===== config.mk =====
export PLATFORM = sky130hd
export DESIGN_NAME = branch_unit
export DESIGN_NICKNAME = d
export VERILOG_FILES = /design/src/rtl/branch_unit.sv
export SDC_FILE = /design/constraint.sdc
export NUM_CORES = 1
export LEC_CHECK = 0
export CAP_MARGIN = 20
export CORE_ASPECT_RATIO = 1.4
export CORE_MARGIN = 1.5
export CORE_UTILIZATION = 48
export CTS_BUF_LIST = sky130_fd_sc_hd__clkbuf_8 sky130_fd_sc_hd__clkbuf_16
export DETAILED_ROUTE_END_ITERATION = 8
export PLACE_DENSITY = 0.93
export SYNTH_ARGS = -nofsm -noshare
export SYNTH_HDL_FRONTEND = slang
export SYNTH_SLANG_ARGS = --single-unit

===== constraint.sdc =====
create_clock -name clk -period 2.6 [get_ports clk]
set_input_delay 0.39 -clock clk [delete_from_list [all_inputs] [get_ports clk]]
set_output_delay 0.39 -clock clk [all_outputs]
set_load 0.01 [all_outputs]

===== src/rtl/branch_unit.sv =====
// ============================================================================
//  Module   : branch_unit
//  Brief    : Execute-stage branch resolution with NZCV flags, redirect pulse,
//             flush window and saturating branch counters.
//  Revision : 1.0
// ============================================================================
`default_nettype none

module branch_unit #(
    parameter int OP_BITS      = 5,
    parameter int COND_BITS    = 4,
    parameter int ADDR_W       = 16,
    parameter int OFF_W        = 11,
    parameter int FLUSH_CYCLES = 2,
    parameter int CNT_W        = 16
) (
    input  logic                 clk,
    input  logic                 rst_n,
    input  logic                 valid_in,
    input  logic [OP_BITS-1:0]   opcode,
    input  logic [ADDR_W-1:0]    pc_in,
    input  logic [OFF_W-1:0]     offset,
    input  logic                 flags_we,
    input  logic [COND_BITS-1:0] flags_in,
    output logic [COND_BITS-1:0] flags_q,
    output logic                 redirect,
    output logic [ADDR_W-1:0]    target,
    output logic                 flush,
    output logic                 busy,
    output logic [CNT_W-1:0]     branch_cnt,
    output logic [CNT_W-1:0]     taken_cnt
);

    localparam int C_FC_W = (FLUSH_CYCLES > 1) ? $clog2(FLUSH_CYCLES) : 1;
    localparam logic [C_FC_W-1:0] C_FC_LOAD = C_FC_W'(FLUSH_CYCLES - 1);
    localparam logic [CNT_W-1:0]  C_CNT_MAX = {CNT_W{1'b1}};

    typedef enum logic [0:0] {
        IDLE  = 1'b0,
        FLUSH = 1'b1
    } state_t;

    state_t             r_state;
    logic [C_FC_W-1:0]  r_fc;

    logic [COND_BITS-1:0] w_eff;
    logic                 w_z, w_n, w_v, w_s;
    logic                 w_req;
    logic                 w_cond;
    logic                 w_acc;
    logic                 w_taken;
    logic [ADDR_W-1:0]    w_off_ext;
    logic [ADDR_W-1:0]    w_target;

    // Flags written this cycle are visible to a branch in the same cycle.
    assign w_eff = flags_we ? flags_in : flags_q;
    assign w_z   = w_eff[0];
    assign w_n   = w_eff[2];
    assign w_v   = w_eff[3];
    assign w_s   = ~(w_n ^ w_v);

    assign w_req = (opcode[4] & opcode[3]) |
                   (opcode[4] & ~opcode[3] & opcode[1] & opcode[0]);

    always_comb begin
        w_cond = 1'b0;
        case (opcode[2:0])
            3'b000:  w_cond = 1'b1;
            3'b001:  w_cond = ~w_z & w_s;
            3'b010:  w_cond = w_z;
            3'b011:  w_cond = w_s;
            3'b100:  w_cond = ~w_s;
            3'b101:  w_cond = ~w_z;
            3'b110:  w_cond = ~(~w_z & w_s);
            default: w_cond = 1'b1;
        endcase
    end

    assign w_acc   = valid_in & w_req & (r_state == IDLE);
    assign w_taken = w_acc & w_cond;

    generate
        if (OFF_W < ADDR_W) begin : g_sext
            assign w_off_ext = {{(ADDR_W-OFF_W){offset[OFF_W-1]}}, offset};
        end else begin : g_nosext
            assign w_off_ext = offset;
        end
    endgenerate

    assign w_target = pc_in + w_off_ext;

    always_ff @(posedge clk or negedge rst_n) begin
        if (!rst_n) begin
            flags_q <= '0;
        end else if (flags_we) begin
            flags_q <= flags_in;
        end
    end

    always_ff @(posedge clk or negedge rst_n) begin
        if (!rst_n) begin
            r_state  <= IDLE;
            r_fc     <= '0;
            redirect <= 1'b0;
            target   <= '0;
            flush    <= 1'b0;
            busy     <= 1'b0;
        end else begin
            redirect <= 1'b0;
            case (r_state)
                IDLE: begin
                    if (w_taken) begin
                        r_state  <= FLUSH;
                        r_fc     <= C_FC_LOAD;
                        redirect <= 1'b1;
                        target   <= w_target;
                        flush    <= 1'b1;
                        busy     <= 1'b1;
                    end
                end
                FLUSH: begin
                    // The redirect cycle counts as the first flush cycle.
                    if (r_fc == '0) begin
                        r_state <= IDLE;
                        flush   <= 1'b0;
                        busy    <= 1'b0;
                    end else begin
                        r_fc <= r_fc - 1'b1;
                    end
                end
                default: r_state <= IDLE;
            endcase
        end
    end

    always_ff @(posedge clk or negedge rst_n) begin
        if (!rst_n) begin
            branch_cnt <= '0;
            taken_cnt  <= '0;
        end else begin
            if (w_acc && branch_cnt != C_CNT_MAX) begin
                branch_cnt <= branch_cnt + 1'b1;
            end
            if (w_taken && taken_cnt != C_CNT_MAX) begin
                taken_cnt <= taken_cnt + 1'b1;
            end
        end
    end

endmodule

`default_nettype wire

==> impl_metrics.py <==
metrics = {
    "cells_and_area": {
        "antenna_cells": 0,
        "design_area_sq_um": 4450,
        "postLayoutCoreUtil_pct": 67.8,
        "nets": 464,
        "fillCellCount": 510,
        "layout_common_cells": "clkdlybuf4s50_1 (93), dfrtp_1 (56), xnor2_1 (35), nor2_1 (20), nand2_1 (18)",
        "layout-drive-gt1-share_pct": 12.0,
        "areaGrowthSynthToFinish_pct": 37.4,
        "seq_area_sq_um": 1400,
        "layout_commonest_cell": "clkdlybuf4s50_1",
        "multi_input_area_sq_um": 1790,
    },
    "synth": {
        "syn_nets": 355,
        "synth_cells": 297,
        "synth-main-ff-cell": "dfrtp_1",
        "synth_edf_count": 0,
        "syn-cell-area_sq_um": 3240,
        "synth_warnings": 0,
        "yosysUniqueCellTypes": 50,
        "async_reset_ff_share_pct": 100,
        "synth-seq-cells": 56,
        "syn_avg_cell_area_sq_um": 10.9,
        "synth_seq_area_share_pct": 43.3,
    },
    "routing": {
        "drt_iter0_markers": 42,
        "wirelength_mm": 7.19,
        "vias": 2695,
        "wl_per_cell_um": 15.0,
        "wl_met1_mm": 2.84,
        "routed.top_layer": "met4",
        "dr.pass1.iters": 4,
        "wl_met3_um": 398,
        "drc": 0,
        "via_per_inst": 5.60,
        "met2_length_mm": 3.86,
        "final_antenna_net_count": 0,
    },
    "placement": {
        "hpwl_mm": 5.51,
        "gp_congestion": 0.843,
        "dpl_cell_area_sq_um": 4320,
        "place_ws_ps": -185,
        "port_buffers": 94,
    },
    "sta": {
        "whs_ps": 207,
        "setup_viol": 0,
        "worst_pin_slew_ps": 699,
        "fin_ws_ps": 210,
        "slew_headroom_pct": 53.4,
        "rsz0062_at_grt": "false",
        "finClkSkew_ps": 11.2,
        "period_needed_ps": 2390,
        "hold_viol_final": 0,
        "fmax_ghz": 0.418,
        "final-max-slew-violation-count": 0,
        "min_period_over_period_pct": 91.9,
    },
    "clock_tree": {
        "cts_sinks": 56,
        "clk_pin_slew_worst_paths_ps": 100,
        "htree_levels": 2,
        "root_buffer": "clkbuf_8",
        "postCtsHoldBufs": 0,
        "numCtsBuffers": 5,
        "cts_tree": "yes",
        "cts_buffer_depth": 2,
        "clk_latency_ps": 310,
    },
    "floorplanning": {
        "rows": 35,
        "dieHeight_um": 100,
        "core_sq_um": 6570,
        "initial_core_util_pct": 49.3,
        "die_x_um": 72.4,
        "dieArea_sq_um": 7250,
        "ios": 95,
    },
    "global_route": {
        "antenna_found_initial": 0,
        "grt_pass1_vias": 2771,
        "overflow": 0,
        "grt_max_degree": 57,
        "grt_pass1_wl_mm": 12.3,
        "grtUsageTotal_pct": 20.9,
    },
    "setup_path": {
        "cp-start-kind": "primary input",
        "cp-end-kind": "register",
        "critPathMaxStageDelay_ps": 430,
        "crit_fanout": 4,
        "arrival_ps": 2590,
        "crit_type": "primary input to register",
        "required_ps": 2800,
        "path_delay_family": "compound AO/OA/AOI/OAI gates",
        "slowest_stage": "fa_1",
        "critPathBufInv": 1,
        "worstPathCellList": "clkdlybuf4s50_1 -> ha_1 -> fa_1 -> a211oi_2 -> o31a_1 -> a2111oi_0 -> a21oi_1 -> xnor2_1 -> mux2_2",
    },
    "flow_run": {
        "max_cap_viol_count": 0,
    },
    "power_and_ir_drop": {
        "p_leak_nw": 1.88,
        "ir_drop_mv": 0.369,
        "power.density_nw_per_um2": 678,
    },
    "status": {
        "status": "finished, final reports clean",
    },
    "hold_path": {
        "hp-class": "primary input to async pin",
    },
}
-- timing repair --
action / 4_1_cts / 5_1_grt
resized for setup: 0 / 2
endpoints found under the setup margin: 0 / 2
setup buffers: 0 / 1
-- through the flow --
stage                     power [mW]  setup TNS [ps]  instances
final                           3.02               0        481
after CTS                       3.04               0        480
after global routing            3.21               0        481
after global placement          2.41            -257        472
after detailed placement        2.46            -531        472
after floorplan                 1.82               0        297
-- worst reg2reg max path: stages, from the launching register on --
cell	delay, ps
dfrtp_1	410
xor2_1	160
mux2i_1	300
o2111ai_4	260
nor3_4	500
mux2_2	390
-- per-layer routing --
metal  up-vias  global-route usage, %
met4         0                   5.66
li1       1295                      -
met5         -                      0
met3        12                   4.52
met2        87                   39.2
met1      1301                   23.5
-- report_power, final --
part           internal (mW)  leakage (nW)  switching [mW]
Clock                  0.288        0.0599           0.287
Sequential              1.08         0.716           0.182
Combinational          0.709          1.10           0.471
-- path summary, 6_finish.rpt --
| kind | from | end | slack (ps) | depth (start not counted) |
|---|---|---|---|---|
| setup / recovery | pc_in[0] | target[14]$_DFFE_PN0P_ | 210 | 9 |
| hold / removal | rst_n | branch_cnt[10]$_DFFE_PN0P_ | 210 | 2 |
| setup reg to reg | flags_q[2]$_DFF_PN0_ | taken_cnt[1]$_DFFE_PN0P_ | 490 | 5 |
| hold reg to reg | branch_cnt[10]$_DFFE_PN0P_ | branch_cnt[10]$_DFFE_PN0P_ | 490 | 1 |
| max in group asynchronous | rst_n | flags_q[2]$_DFF_PN0_ | 1930 | 2 |
| min in group clk | branch_cnt[10]$_DFFE_PN0P_ | branch_cnt[10]$_DFFE_PN0P_ | 490 | 1 |
-- flip-flops by register name, indices dropped and copies added (netlist names) --
name	cells
busy	1
target	16
redirect	1
taken_cnt	16
branch_cnt	16
r_state	1
flags_q	4
r_fc	1
-- synth_stat cells, types with 2 or more instances --
library cell	n	area [sq um]
and4_1	2	17.5
and3_1	5	31.3
o22ai_1	2	12.5
nand3_1	14	70.1
nor2_1	20	75.1
nand4b_1	2	17.5
a211oi_1	3	22.5
nor3_1	7	35.0
xnor2_1	35	307
nor3b_1	2	15.0
o21ai_0	6	30.0
nand2_1	18	67.6
mux2_2	9	101
nand4_1	11	68.8
xor2_1	9	78.8
o21a_1	3	22.5
nor2b_1	2	12.5
and2_1	4	25.0
mux2_4	9	135
dfrtp_1	56	1400
nand2b_1	3	18.8
ha_1	17	213
buf_6	2	22.5
inv_1	5	18.8
clkbuf_1	2	7.51
a21o_1	8	60.1
a21oi_1	15	75.1
o31a_1	2	17.5
a31oi_1	2	12.5
nor4_1	2	12.5
-- cells by family (layout without fill, tap and decap cells) --
kind of cell | count (synthesis) | after routing | synth area share [%]
fa+ha+maj | 18 | 18 | 7.19
xor+xnor | 44 | 44 | 11.9
simple gates | 99 | 99 | 17.1
mux | 19 | 19 | 7.61
buf+inv | 11 | 121 | 1.89
compound gates | 50 | 50 | 11.1
flops | 56 | 56 | 43.3
-- layout make-up --
type                            count  area share, %
Multi-Input combinational cell    230           40.1
Timing Repair Buffer              108           23.4
Clock inverter                      3          0.956
Sequential cell                    56           31.5
Inverter                            5          0.422
Tap cell                           74           2.08
Clock buffer                        5           1.55
Note: power is estimated with default switching activity, not from simulation.
